--- config.mk ---
export PLATFORM = sky130hd
export DESIGN_NAME = multicycle_ctrl
export DESIGN_NICKNAME = d
export VERILOG_FILES = /design/src/rtl/multicycle_pkg.sv /design/src/rtl/mem_wait_timer.sv /design/src/rtl/multicycle_ctrl.sv
export SDC_FILE = /design/constraint.sdc
export NUM_CORES = 1
export LEC_CHECK = 0
export BUFFER_PORTS_ARGS = -buffer_cell sky130_fd_sc_hd__clkbuf_2
export CORE_MARGIN = 10
export CORE_UTILIZATION = 50
export CTS_BUF_LIST = sky130_fd_sc_hd__clkbuf_8
export CTS_CLUSTER_SIZE = 10
export DETAILED_ROUTE_END_ITERATION = 10
export PLACE_DENSITY = 0.86
export SLEW_MARGIN = 20
export SYNTH_ARGS = -nofsm -noshare
export SYNTH_HDL_FRONTEND = slang
export SYNTH_SLANG_ARGS = --single-unit
--- constraint.sdc ---
create_clock -name clk_i -period 3 [get_ports clk_i]
set_input_delay 0.45 -clock clk_i [delete_from_list [all_inputs] [get_ports clk_i]]
set_output_delay 0.45 -clock clk_i [all_outputs]
set_load 0.05 [all_outputs]
--- src/rtl/multicycle_pkg.sv ---
// Shared types and encodings for the multi-cycle RV32I control path:
// FSM states, opcode constants, instruction classes and datapath mux selects.
package multicycle_pkg;

  typedef enum logic [2:0] {
    FETCH, DECODE, EXEC, MEMACC, WB, TRAP
  } state_e;

  localparam logic [6:0] OP_R      = 7'h33;
  localparam logic [6:0] OP_I_ALU  = 7'h13;
  localparam logic [6:0] OP_LOAD   = 7'h03;
  localparam logic [6:0] OP_STORE  = 7'h23;
  localparam logic [6:0] OP_BRANCH = 7'h63;
  localparam logic [6:0] OP_JAL    = 7'h6F;
  localparam logic [6:0] OP_JALR   = 7'h67;
  localparam logic [6:0] OP_LUI    = 7'h37;
  localparam logic [6:0] OP_AUIPC  = 7'h17;

  typedef enum logic [3:0] {
    CLS_R, CLS_I_ALU, CLS_LOAD, CLS_STORE, CLS_BRANCH,
    CLS_JAL, CLS_JALR, CLS_LUI, CLS_AUIPC, CLS_ILLEGAL
  } class_e;

  localparam logic [1:0] ALU_ADD   = 2'd0;
  localparam logic [1:0] ALU_SUB   = 2'd1;
  localparam logic [1:0] ALU_FUNCT = 2'd2;

  localparam logic [1:0] SRCA_PC    = 2'd0;
  localparam logic [1:0] SRCA_RS1   = 2'd1;
  localparam logic [1:0] SRCA_OLDPC = 2'd2;
  localparam logic [1:0] SRCA_ZERO  = 2'd3;

  localparam logic [1:0] SRCB_RS2  = 2'd0;
  localparam logic [1:0] SRCB_FOUR = 2'd1;
  localparam logic [1:0] SRCB_IMM  = 2'd2;

  localparam logic [1:0] WB_ALUOUT = 2'd0;
  localparam logic [1:0] WB_MDR    = 2'd1;
  localparam logic [1:0] WB_PC     = 2'd2;

  localparam logic [1:0] CAUSE_NONE    = 2'd0;
  localparam logic [1:0] CAUSE_ILLEGAL = 2'd1;
  localparam logic [1:0] CAUSE_BUS     = 2'd2;

  function automatic class_e decodeClass(input logic [6:0] opcode);
    case (opcode)
      OP_R:      return CLS_R;
      OP_I_ALU:  return CLS_I_ALU;
      OP_LOAD:   return CLS_LOAD;
      OP_STORE:  return CLS_STORE;
      OP_BRANCH: return CLS_BRANCH;
      OP_JAL:    return CLS_JAL;
      OP_JALR:   return CLS_JALR;
      OP_LUI:    return CLS_LUI;
      OP_AUIPC:  return CLS_AUIPC;
      default:   return CLS_ILLEGAL;
    endcase
  endfunction

endpackage

--- src/rtl/mem_wait_timer.sv ---
// Counts consecutive stalled memory cycles and flags the cycle in which the
// stall budget is used up; MEM_TIMEOUT of 0 disables the check.
module mem_wait_timer #(
  parameter int MEM_TIMEOUT = 16
) (
  input  logic clk_i,
  input  logic rst_i,
  input  logic req,
  input  logic ready,
  input  logic clr,
  output logic expired
);

  localparam int CW = (MEM_TIMEOUT < 2) ? 1 : $clog2(MEM_TIMEOUT + 1);
  localparam int LAST_I = (MEM_TIMEOUT > 0) ? MEM_TIMEOUT - 1 : 0;
  localparam logic [CW-1:0] LAST = LAST_I[CW-1:0];

  logic [CW-1:0] count_q, count_d;
  logic          waiting;

  assign waiting = req && !ready;
  // The current stalled cycle is the last one allowed, so a ready in it still wins.
  assign expired = (MEM_TIMEOUT != 0) && waiting && (count_q == LAST);

  always_comb begin
    count_d = count_q;
    if (clr || !waiting) begin
      count_d = '0;
    end else if (count_q != LAST) begin
      count_d = count_q + 1'b1;
    end
  end

  always_ff @(posedge clk_i or posedge rst_i) begin
    if (rst_i) begin
      count_q <= '0;
    end else begin
      count_q <= count_d;
    end
  end

endmodule

--- src/rtl/multicycle_ctrl.sv ---
// Multi-cycle RV32I control FSM: sequences fetch/decode/execute/memory/write-back,
// raises a sticky trap on illegal opcodes or bus timeouts and counts retirements.
module multicycle_ctrl
  import multicycle_pkg::*;
#(
  parameter int MEM_TIMEOUT = 16,
  parameter int CNT_W       = 32
) (
  input  logic             clk_i,
  input  logic             rst_i,
  input  logic [6:0]       opcode_i,
  input  logic [2:0]       funct3_i,
  input  logic             zero_i,
  input  logic             mem_ready_i,
  output logic             pc_write_o,
  output logic             pc_src_o,
  output logic             ir_write_o,
  output logic             iord_o,
  output logic             mem_req_o,
  output logic             mem_we_o,
  output logic             reg_write_o,
  output logic [1:0]       wb_sel_o,
  output logic [1:0]       alu_src_a_o,
  output logic [1:0]       alu_src_b_o,
  output logic [1:0]       alu_op_o,
  output logic             trap_o,
  output logic [1:0]       trap_cause_o,
  output logic [CNT_W-1:0] instret_o
);

  state_e           state_q, state_d;
  class_e           class_q, class_d;
  class_e           decodedCls;
  logic [1:0]       trapCause_q, trapCause_d;
  logic [CNT_W-1:0] instret_q;
  logic             retire;
  logic             expired;
  logic             unusedFunct3;

  assign decodedCls   = decodeClass(opcode_i);
  assign unusedFunct3 = ^funct3_i[2:1];

  mem_wait_timer #(.MEM_TIMEOUT(MEM_TIMEOUT)) uTimer (
    .clk_i   (clk_i),
    .rst_i   (rst_i),
    .req     (mem_req_o),
    .ready   (mem_ready_i),
    .clr     (state_d != state_q),
    .expired (expired)
  );

  always_comb begin
    state_d     = state_q;
    class_d     = class_q;
    trapCause_d = trapCause_q;
    retire      = 1'b0;
    pc_write_o  = 1'b0;
    pc_src_o    = 1'b0;
    ir_write_o  = 1'b0;
    iord_o      = 1'b0;
    mem_req_o   = 1'b0;
    mem_we_o    = 1'b0;
    reg_write_o = 1'b0;
    wb_sel_o    = WB_ALUOUT;
    alu_src_a_o = SRCA_PC;
    alu_src_b_o = SRCB_RS2;
    alu_op_o    = ALU_ADD;
    case (state_q)
      FETCH: begin
        mem_req_o   = 1'b1;
        alu_src_b_o = SRCB_FOUR;
        if (mem_ready_i) begin
          ir_write_o = 1'b1;
          pc_write_o = 1'b1;
          state_d    = DECODE;
        end else if (expired) begin
          state_d     = TRAP;
          trapCause_d = CAUSE_BUS;
        end
      end
      DECODE: begin
        alu_src_a_o = SRCA_OLDPC;
        alu_src_b_o = SRCB_IMM;
        if (decodedCls == CLS_ILLEGAL) begin
          state_d     = TRAP;
          trapCause_d = CAUSE_ILLEGAL;
        end else begin
          class_d = decodedCls;
          state_d = EXEC;
        end
      end
      EXEC: begin
        case (class_q)
          CLS_R: begin
            alu_src_a_o = SRCA_RS1;
            alu_op_o    = ALU_FUNCT;
            state_d     = WB;
          end
          CLS_I_ALU: begin
            alu_src_a_o = SRCA_RS1;
            alu_src_b_o = SRCB_IMM;
            alu_op_o    = ALU_FUNCT;
            state_d     = WB;
          end
          CLS_LOAD, CLS_STORE: begin
            alu_src_a_o = SRCA_RS1;
            alu_src_b_o = SRCB_IMM;
            state_d     = MEMACC;
          end
          CLS_BRANCH: begin
            // funct3[0] distinguishes BNE from BEQ by inverting the zero test.
            alu_src_a_o = SRCA_RS1;
            alu_op_o    = ALU_SUB;
            pc_write_o  = zero_i ^ funct3_i[0];
            pc_src_o    = 1'b1;
            retire      = 1'b1;
            state_d     = FETCH;
          end
          CLS_JAL: begin
            pc_write_o  = 1'b1;
            pc_src_o    = 1'b1;
            reg_write_o = 1'b1;
            wb_sel_o    = WB_PC;
            retire      = 1'b1;
            state_d     = FETCH;
          end
          CLS_JALR: begin
            alu_src_a_o = SRCA_RS1;
            alu_src_b_o = SRCB_IMM;
            pc_write_o  = 1'b1;
            reg_write_o = 1'b1;
            wb_sel_o    = WB_PC;
            retire      = 1'b1;
            state_d     = FETCH;
          end
          CLS_LUI: begin
            alu_src_a_o = SRCA_ZERO;
            alu_src_b_o = SRCB_IMM;
            state_d     = WB;
          end
          CLS_AUIPC: begin
            alu_src_a_o = SRCA_OLDPC;
            alu_src_b_o = SRCB_IMM;
            state_d     = WB;
          end
          default: state_d = FETCH;
        endcase
      end
      MEMACC: begin
        mem_req_o = 1'b1;
        iord_o    = 1'b1;
        mem_we_o  = (class_q == CLS_STORE);
        if (mem_ready_i) begin
          if (class_q == CLS_STORE) begin
            retire  = 1'b1;
            state_d = FETCH;
          end else begin
            state_d = WB;
          end
        end else if (expired) begin
          state_d     = TRAP;
          trapCause_d = CAUSE_BUS;
        end
      end
      WB: begin
        reg_write_o = 1'b1;
        wb_sel_o    = (class_q == CLS_LOAD) ? WB_MDR : WB_ALUOUT;
        retire      = 1'b1;
        state_d     = FETCH;
      end
      default: ;
    endcase
    // Control lines must be quiet for the whole reset pulse, not just after it.
    if (rst_i) begin
      retire      = 1'b0;
      pc_write_o  = 1'b0;
      pc_src_o    = 1'b0;
      ir_write_o  = 1'b0;
      iord_o      = 1'b0;
      mem_req_o   = 1'b0;
      mem_we_o    = 1'b0;
      reg_write_o = 1'b0;
      wb_sel_o    = 2'd0;
      alu_src_a_o = 2'd0;
      alu_src_b_o = 2'd0;
      alu_op_o    = 2'd0;
    end
  end

  always_ff @(posedge clk_i or posedge rst_i) begin
    if (rst_i) begin
      state_q     <= FETCH;
      class_q     <= CLS_R;
      trapCause_q <= CAUSE_NONE;
      instret_q   <= '0;
    end else begin
      state_q     <= state_d;
      class_q     <= class_d;
      trapCause_q <= trapCause_d;
      if (retire) begin
        instret_q <= instret_q + 1'b1;
      end
    end
  end

  assign trap_o       = (state_q == TRAP) && !rst_i;
  assign trap_cause_o = trapCause_q;
  assign instret_o    = instret_q;

endmodule

Word level (Yosys, flattened, before mapping). Index checks and enable logic that the tools add are counted.

Output and inout port bits: 50. Input port bits: 14. Bits in registers: 46. Word-level logic and storage cells: 110.

Multiplexer cells: 50. Bitwise logic cells: 2. Reductions and logical operators: 22. Add/sub/neg operators: 2. Equality and inequality tests: 29.

Operator list (count): $pmux W4 S9 (1); $add A32 B1 Y32 const B (1); $eq A7 B6 Y1 const B (3); $eq A7 B7 Y1 const B (3); $mux W1 (20); $mux W2 (10); $eq A4 B3 Y1 const B (4); $pmux W2 S2 (4); $mux W3 (5); $pmux W3 S5 (1); $eq A7 B5 Y1 const B (2); $pmux W2 S3 (2); $reduce_or A6 Y1 (2); $mux W5 (2); $reduce_or A2 Y1 (5); $eq A4 B2 Y1 const B (2); $eq A4 B4 Y1 const B (2); $eq A7 B2 Y1 const B (1); $eq A3 B2 Y1 const B (2); $eq A3 B3 Y1 const B (2); $pmux W1 S2 (3); $pmux W3 S2 (1); $add A5 B1 Y5 const B (1); $eq A5 B4 Y1 const B (1); 19 further kinds (25).

Longest topological paths before layout. Gate-level depths: netlist of the first run.

Word-level depth: 12. Depth in mapped cells: 8. Depth with buffers taken out: 7.

Modules after synthesis. Synthesis of the first run repeated with hierarchy kept, for this count alone.

Cells, all modules: 285. Area, all modules: 2645.0 µm².

By module, submodules not included: multicycle_ctrl (area an instance 2354.8 µm², seq. area each 1026.0 µm², times used 1, cells an instance 259); mem_wait_timer (area an instance 290.3 µm², seq. area each 125.1 µm², times used 1, cells an instance 26).

Worst setup path after synthesis of the first run. Ideal clock, no wire load.

Path type: in2reg. From: in rst_i. To: reg instret_q[29], in the netlist instret_o[29]. Arrival time: 3.475 ns. Required time: 2.860 ns. Stages: 6. Setup slack: -0.615 ns. Path buffers: 1. Setup time: 0.140 ns. Cell sequence: nor4bb_1 > nand4_1 > and2_1 > buf_2 > or4_4 > xnor2_2.

Longest elaborated chain between the ends: 1.

Ends and longest elaborated chain: from (decl) (line multicycle_ctrl.sv:10) `input logic rst_i,`; $mux W1 (line multicycle_ctrl.sv:174) `if (rst_i) begin`; to (signal assigned) (line multicycle_ctrl.sv:201) `instret_q <= instret_q + 1'b1;`; to (decl) (line multicycle_ctrl.sv:35) `logic [CNT_W-1:0] instret_q;`.

Every way passes these cells. A chain may end at the register's enable or synchronous reset.

Worst setup path after layout of the first run.
From: reg state_q[2]. To: out pc_src_o.

Longest elaborated chain between the ends: 3.

Ends and longest elaborated chain: from (decl) (line multicycle_ctrl.sv:31) `state_e state_q, state_d;`; from (signal assigned) (line multicycle_ctrl.sv:197) `state_q <= state_d;`; $eq A3 B2 Y1 (line multicycle_ctrl.sv:68) `case (state_q)`; $mux W1 (line multicycle_ctrl.sv:68); $mux W1 (line multicycle_ctrl.sv:174); to (decl) (line multicycle_ctrl.sv:16) `output logic pc_src_o,`.

Every way passes these cells.

==> out/qor.log, run 1 <==
qor: route.vias 2272
qor: worst_setup_path.cp-start-kind flop
qor: route.post_drt_via_cell_ratio 5.54
qor: timing.hold_viol_final 0
qor: floorplan.rows 26
qor: timing.rsz0062_at_grt false
qor: clock_tree.htree_num_levels 2
qor: route.drc 0
qor: global_route.grt_start_max_net_pins 32
qor: worst_setup_path.worstSetupEndpointType output port
qor: floorplan.floorplan.initialDensity 51.3%
qor: final_layout.area_delta_synth_final 17.3%
qor: final_layout.fin_cells 410
qor: global_route.grt_pass1_wl 10.4 mm
qor: clock_tree.hold_buffers 0
qor: route.firstDrtPassIters 4
qor: route.route.antenna.remaining_nets 0
qor: clock_tree.clk_pin_slew 0.08 ns
qor: timing.finalCritPeriodShare 88.1%
qor: clock_tree.clock_insertion_delay_at_the_later_pin_of_the_skew_report 0.29 ns
qor: placed_design.io_buffers 61
qor: global_route.grt_pass1_vias 2277
qor: worst_hold_path.min-delay-path-class in2async
qor: floorplan.core_area 0.00511 mm2
qor: clock_tree.cts_buffer_depth 2
qor: floorplan.die_h 92.4 um
qor: global_route.grt_overflow_total 0
qor: clock_tree.root_buffer clkbuf_8
qor: global_route.antenna_found_initial 0
qor: synth.yosysWarnings 0
qor: route.routed_wl 6.02 mm
qor: synth.avgSynthCellArea 9.30 um2
qor: synth.proportion_of_synthesized_chip_area_in_sequential_cells 43.9%
qor: status.status completed
qor: worst_setup_path.timing.setup.critical_path_class reg2out
qor: power_and_ir_drop.irDropWorstVdd 0.273 mV
qor: worst_setup_path.rr_worst_depth 5
qor: placed_design.gpl.final_weighted_congestion 0.859
qor: timing.fmax 378 MHz
qor: timing.layout_min_cycle_time 2.64 ns
qor: synth.yosys_register_bits 46
qor: timing.worst_hold_slack_after_final_layout 0.316 ns
qor: clock_tree.cts.repair_timing.setup_buffer_count 0
qor: floorplan.design.die.area 0.00854 mm2
qor: worst_setup_path.worst-r2r-setup-slack 0.53 ns
qor: placed_design.instance_area_at_placement 0.00298 mm2
qor: clock_tree.clock_tree_from_tritoncts done
qor: flow_run.max_cap_violations 0
qor: power_and_ir_drop.pwr_density_cell 376 mW/mm2
qor: timing.worst_slew_pin_slew 0.627 ns
qor: floorplan.num_io_pins 64
qor: route.routedWlPerCell 14.7 um
qor: worst_setup_path.critical_path_required 2.55 ns
qor: timing.slew_viol_final 0
qor: timing.finClkSkew 0.00472 ns
qor: floorplan.die_x 92.4 um
qor: placed_design.numPlacedInstances 402
qor: worst_setup_path.crit-reg2reg-launch state_q[2]$_DFF_PP0_
qor: timing.final.setup.tns 0 ns
qor: placed_design.hpwlAfterDp 4.64 mm
qor: worst_setup_path.worst_r2r_endpoint instret_o[30]$_DFFE_PP0P_
qor: synth.synthArstFlopShare 100%
qor: global_route.grt_use_total 14.3%
qor: worst_setup_path.critPathArrivalTime 2.19 ns
qor: synth.net_count_after_synthesis 299
qor: synth.syn_area 0.00262 mm2
qor: synth.postSynth.topFlopCell dfrtp_1
qor: final_layout.final_layout_net_count 356
qor: worst_setup_path.max_fanout_on_critical_path 14
qor: final_layout.design_area 0.00308 mm2
qor: synth.synth.distinct_cells 52
qor: timing.final-setup-viol-count 0
qor: clock_tree.sink_count 46
qor: synth.synth_edf_count 0
qor: power_and_ir_drop.p_leak 1.42 nW
qor: clock_tree.cts_repair_resize_count 0
qor: final_layout.antenna_cells 0
qor: final_layout.drive_gt1_share 24.4%
qor: synth.postSynthCellCount 282
qor: clock_tree.cts_buffers 5
qor: route.starting_drt_drc_count 43
qor: timing.slew_headroom 58.1%
## power by group
group          total (W)  internal, W  switching (W)  leakage, nW
combinational   0.000126    0.0000342      0.0000921        0.780
sequential      0.000651     0.000632      0.0000189        0.590
clock           0.000378     0.000182       0.000195       0.0524
total            0.00115     0.000849       0.000306         1.42
## cell usage after synthesis, drive strengths merged, types with 3 or more instances
master	number	area [um2]
nand2	32	120
nor2	19	71.3
and3	7	43.8
clkbuf	10	37.5
nand4	5	31.3
a21oi	7	35.0
nand3b	3	22.5
mux2	3	33.8
o22ai	5	31.3
or3	4	25.0
nand3	18	90.1
xnor2	18	165
a31oi	3	18.8
o21ai	3	15.0
dfrtp	46	1150
ha	3	37.5
inv	9	33.8
nor3b	3	22.5
xor2	18	158
nor4	7	58.8
nor3	14	70.1
and4	4	35.0
and2	4	25.0
or2	3	18.8
nand2b	7	43.8
buf	3	15.0
## cell families after synthesis
family | share of synthesized area [%]
AND/OR/NAND/NOR | 29.5
flip-flops | 43.9
XOR/XNOR | 12.3
AO/OA/AOI/OAI | 7.87
buffers and inverters | 3.29
multiplexers | 1.67
adder cells (fa/ha/maj) | 1.43
## worst max-delay path, cell delays in order (launching register included)
cell	delay, ns
dfrtp_1	0.55
or2_1	0.39
or3_1	0.43
nor3b_1	0.22
clkbuf_2	0.31
## layout by cell type, fill, tap and decap left out, types with 2 or more instances in the layout
cell	count
a21oi_1	7
a31oi_1	3
and2_1	4
and3_1	7
and4_1	4
buf_4	2
clkbuf_2	61
clkbuf_8	6
dfrtp_1	46
ha_1	3
inv_1	9
mux2_2	2
nand2_1	32
nand2b_1	7
nand3_1	18
nand3b_1	3
nand4_1	5
nor2_1	19
nor2b_1	2
nor3_1	14
nor3b_1	3
nor4_1	6
nor4b_1	2
o21ai_0	3
o22ai_1	5
or2_2	2
or3_1	4
xnor2_1	17
xor2_1	18
## worst max path at each step
| stage | startpoint | endpoint | depth (start not counted) |
|---|---|---|---|
| after floorplan | state_q[2]$_DFF_PP0_ | instret_o[29]$_DFFE_PP0P_ | 6 |
| after CTS | state_q[2]$_DFF_PP0_ | pc_src_o | 4 |
| final | state_q[2]$_DFF_PP0_ | pc_src_o | 4 |
| after detailed placement | rst_i | instret_o[28]$_DFFE_PP0P_ | 6 |
| after global placement | rst_i | instret_o[11]$_DFFE_PP0P_ | 7 |
| after global routing | state_q[2]$_DFF_PP0_ | pc_src_o | 4 |
## sequential cells by signal, indices dropped and copies added, names as in the netlist
name and cells:
uTimer.count_q 5, instret_o 32, class_q 4, state_q 3, trap_cause_o 2
## final cells by class
class / instances / area [um2]
Tap cell: 70 / 87.6
Inverter: 9 / 33.8
Timing Repair Buffer: 63 / 320
Clock inverter: 2 / 8.76
Multi-Input combinational cell: 214 / 1390
Sequential cell: 46 / 1150
Clock buffer: 6 / 82.6
Fill cell: 434 / 2030
## stage by stage
step / utilization, % / setup WS (ns) / power [W]
after global routing: 60.2 / 0.196 / 0.00121
after CTS: 60.2 / 0.344 / 0.00117
final: 60.2 / 0.357 / 0.00115
after floorplan: - / 0.0327 / 0.000752
after global placement: 58.4 / 0.596 / 0.000788
after detailed placement: 58.4 / 0.546 / 0.000791
## per-layer routing
layer | routed length, um | global-route usage [%]
met1 | 2660 | 17.2
met2 | 2860 | 23.2
met3 | 445 | 5.08
met4 | 51 | 4.88
met5 | 0 | 0
No activity file was read; power rests on OpenSTA's default activity.
==> inputs of run 2 (changes only) <==
- CORE_UTILIZATION: 50 -> 25
- PLACE_DENSITY: 0.86 -> 0.54
==> run 2 against run 1 <==
Compared with the run above:
- wire length grew 18%
- worst setup slack worse by 0.073 ns
- clock skew up 0.0029 ns
- largest power group unchanged
- hold slack gained 0.021 ns
- clock power rose by 31%
- non-clock buffer count decreased by 1
- register-to-register slack worse by 0.08 ns
- critical path type unchanged
- sequential share of layout area is 1.2 points lower
- cell count up 16%
- power rose by 10%
- count of clock-buffer cells in the layout is 1 lower
==> out/qor.log, run 2 (synthesis results as in run 1) <==
qor: global_route.grt_start_max_net_pins 47
qor: power_and_ir_drop.irDropWorstVdd 0.256 mV
qor: worst_setup_path.cp-start-kind flop
qor: clock_tree.hold_buffers 0
qor: worst_setup_path.timing.setup.critical_path_class reg2out
qor: floorplan.num_io_pins 64
qor: final_layout.drive_gt1_share 24.5%
qor: clock_tree.root_buffer clkbuf_8
qor: worst_setup_path.crit-reg2reg-launch state_q[2]$_DFF_PP0_
qor: clock_tree.sink_count 46
qor: final_layout.fillers 1089
qor: floorplan.die_x 122 um
qor: floorplan.floorplan.initialDensity 25.5%
qor: clock_tree.cts_buffers 5
qor: route.drc 0
qor: timing.layout_min_cycle_time 2.72 ns
qor: worst_setup_path.critical_path_required 2.55 ns
qor: floorplan.core_area 0.0103 mm2
qor: power_and_ir_drop.power_switching_share 27.8%
qor: timing.slew_viol_final 0
qor: worst_setup_path.slowest_delay 0.57 ns
qor: clock_tree.cts.repair_timing.setup_buffer_count 0
qor: worst_setup_path.rr_worst_depth 5
qor: worst_setup_path.worst_r2r_endpoint instret_o[29]$_DFFE_PP0P_
qor: clock_tree.cts_repair_resize_count 0
qor: power_and_ir_drop.power.share.combinational 10.2%
qor: power_and_ir_drop.netSwitchingPower 0.000355 W
qor: clock_tree.htree_num_levels 2
qor: route.firstDrtPassIters 4
qor: clock_tree.clock_tree_from_tritoncts done
qor: worst_hold_path.min-delay-path-class in2async
qor: floorplan.design.die.area 0.0150 mm2
qor: power_and_ir_drop.share_clk_of_total_power 38.7%
qor: final_layout.seq_area 0.00115 mm2
qor: route.routed_wl 7.11 mm
qor: timing.slew_headroom 44.2%
qor: final_layout.commonest_non_fill_non_tap_cell_in_the_layout clkbuf_2
qor: worst_setup_path.cpLargestDelayFamily simple AND/OR/NAND/NOR gates
qor: global_route.grt_pass1_vias 2221
qor: power_and_ir_drop.pwr_density_cell 401 mW/mm2
qor: route.post_drt_via_cell_ratio 4.75
qor: global_route.antenna_found_initial 0
qor: route.routedWlPerCell 15.0 um
qor: worst_setup_path.critPathArrivalTime 2.27 ns
qor: timing.worst_slew_pin_slew 0.837 ns
qor: timing.rsz0062_at_grt false
qor: floorplan.die_h 122 um
qor: timing.fmax 368 MHz
qor: final_layout.multiInputGateArea 0.00139 mm2
qor: worst_setup_path.worstSetupEndpointType output port
qor: worst_setup_path.worst-r2r-setup-slack 0.45 ns
qor: global_route.grt_use_total 9.49%
qor: final_layout.final_layout_net_count 355
qor: placed_design.hpwlAfterDp 5.35 mm
qor: flow_run.max_cap_violations 0
qor: worst_setup_path.sequence_of_cells_on_the_critical_path or2_1 > or3_1 > nor3b_1 > clkbuf_2
qor: final_layout.area_delta_synth_final 21.2%
qor: placed_design.io_buffers 61
qor: route.starting_drt_drc_count 163
qor: timing.finClkSkew 0.00764 ns
qor: worst_setup_path.max_fanout_on_critical_path 14
qor: final_layout.design_area 0.00318 mm2
qor: placed_design.instance_area_at_placement 0.00306 mm2
qor: power_and_ir_drop.p_leak 1.42 nW
qor: worst_setup_path.crit_path_start state_q[2]$_DFF_PP0_
qor: global_route.grt_pass1_wl 11.7 mm
qor: power_and_ir_drop.power_frac_seq 51.1%
qor: timing.final.setup.tns 0 ns
qor: final_layout.antenna_cells 0
qor: worst_setup_path.slowest_cp_cell dfrtp_1
qor: placed_design.gpl.final_weighted_congestion 0.824
qor: clock_tree.cts_buffer_depth 2
qor: timing.finalCritPeriodShare 90.6%
qor: power_and_ir_drop.internal_cell_power 0.000920 W
qor: route.route.antenna.remaining_nets 0
qor: timing.final-setup-viol-count 0
qor: clock_tree.clk_pin_slew 0.10 ns
qor: worst_setup_path.critical_path.n_buffers_inverters 1
qor: global_route.grt_overflow_total 0
qor: final_layout.largest_register_ffs 32
qor: clock_tree.clock_insertion_delay_at_the_later_pin_of_the_skew_report 0.30 ns
qor: timing.hold_viol_final 0
qor: floorplan.rows 37
qor: final_layout.final_cell_mix clkbuf_2, dfrtp_1, nand2_1
qor: route.vias 2258
qor: status.status completed
==> run 2: cell count changes in the layout (fill, tap and decap cells not counted), sizes merged <==
cell	change
clkbuf	-1
inv	-1
clkinvlp	+1
buf	-1
bufinv	+1
==> run 2: final cells by class <==
type,instances,share of cell area (%)
Clock inverter,3,1.54
Clock buffer,5,2.17
Tap cell,136,5.35
Timing Repair Buffer,62,9.84
Multi-Input combinational cell,214,43.8
Sequential cell,46,36.2
Inverter,9,1.10
==> run 2: worst max path at each step <==
stage                           endpoint  slack, ns  cells after the start
6_report                        pc_src_o       0.28                      4
5_1_grt                         pc_src_o       0.18                      4
4_1_cts                         pc_src_o       0.28                      4
3_5_place_dp   instret_o[29]$_DFFE_PP0P_       0.46                      6
3_3_place_gp   instret_o[29]$_DFFE_PP0P_       0.46                      6
2_1_floorplan  instret_o[29]$_DFFE_PP0P_       0.03                      6
==> run 2: through the flow <==
| stage | instances | worst slack, ns | hold slack (ns) | utilization, % | power, W |
|---|---|---|---|---|---|
| 2_1_floorplan | 282 | 0.0327 | 0.433 | - | 0.000752 |
| 5_1_grt | 475 | 0.181 | 0.444 | 30.9 | 0.00133 |
| 3_3_place_gp | 467 | 0.461 | 0.451 | 29.8 | 0.000793 |
| 6_report | 475 | 0.283 | 0.337 | 30.9 | 0.00127 |
| 3_5_place_dp | 467 | 0.460 | 0.464 | 29.8 | 0.000796 |
| 4_1_cts | 475 | 0.279 | 0.481 | 30.9 | 0.00130 |
==> run 2: power groups by stage <==
stage                     clock network [W]   logic, W  registers [W]
after global placement                    0   0.000130       0.000664
final                              0.000494   0.000129       0.000652
after global routing               0.000535   0.000142       0.000655
after floorplan                           0  0.0000536       0.000698
after detailed placement                  0   0.000131       0.000664
after CTS                          0.000517   0.000132       0.000652
==> run 2: routing by layer <==
layer	wire length, um	share of wire (%)	up-vias	track usage, %
met4	77	1.1	0	2.72
met5	0	0	-	0
li1	-	-	1105	-
met3	485	6.8	6	3.26
met1	3330	47	1104	12.2
met2	3220	45	43	14.8
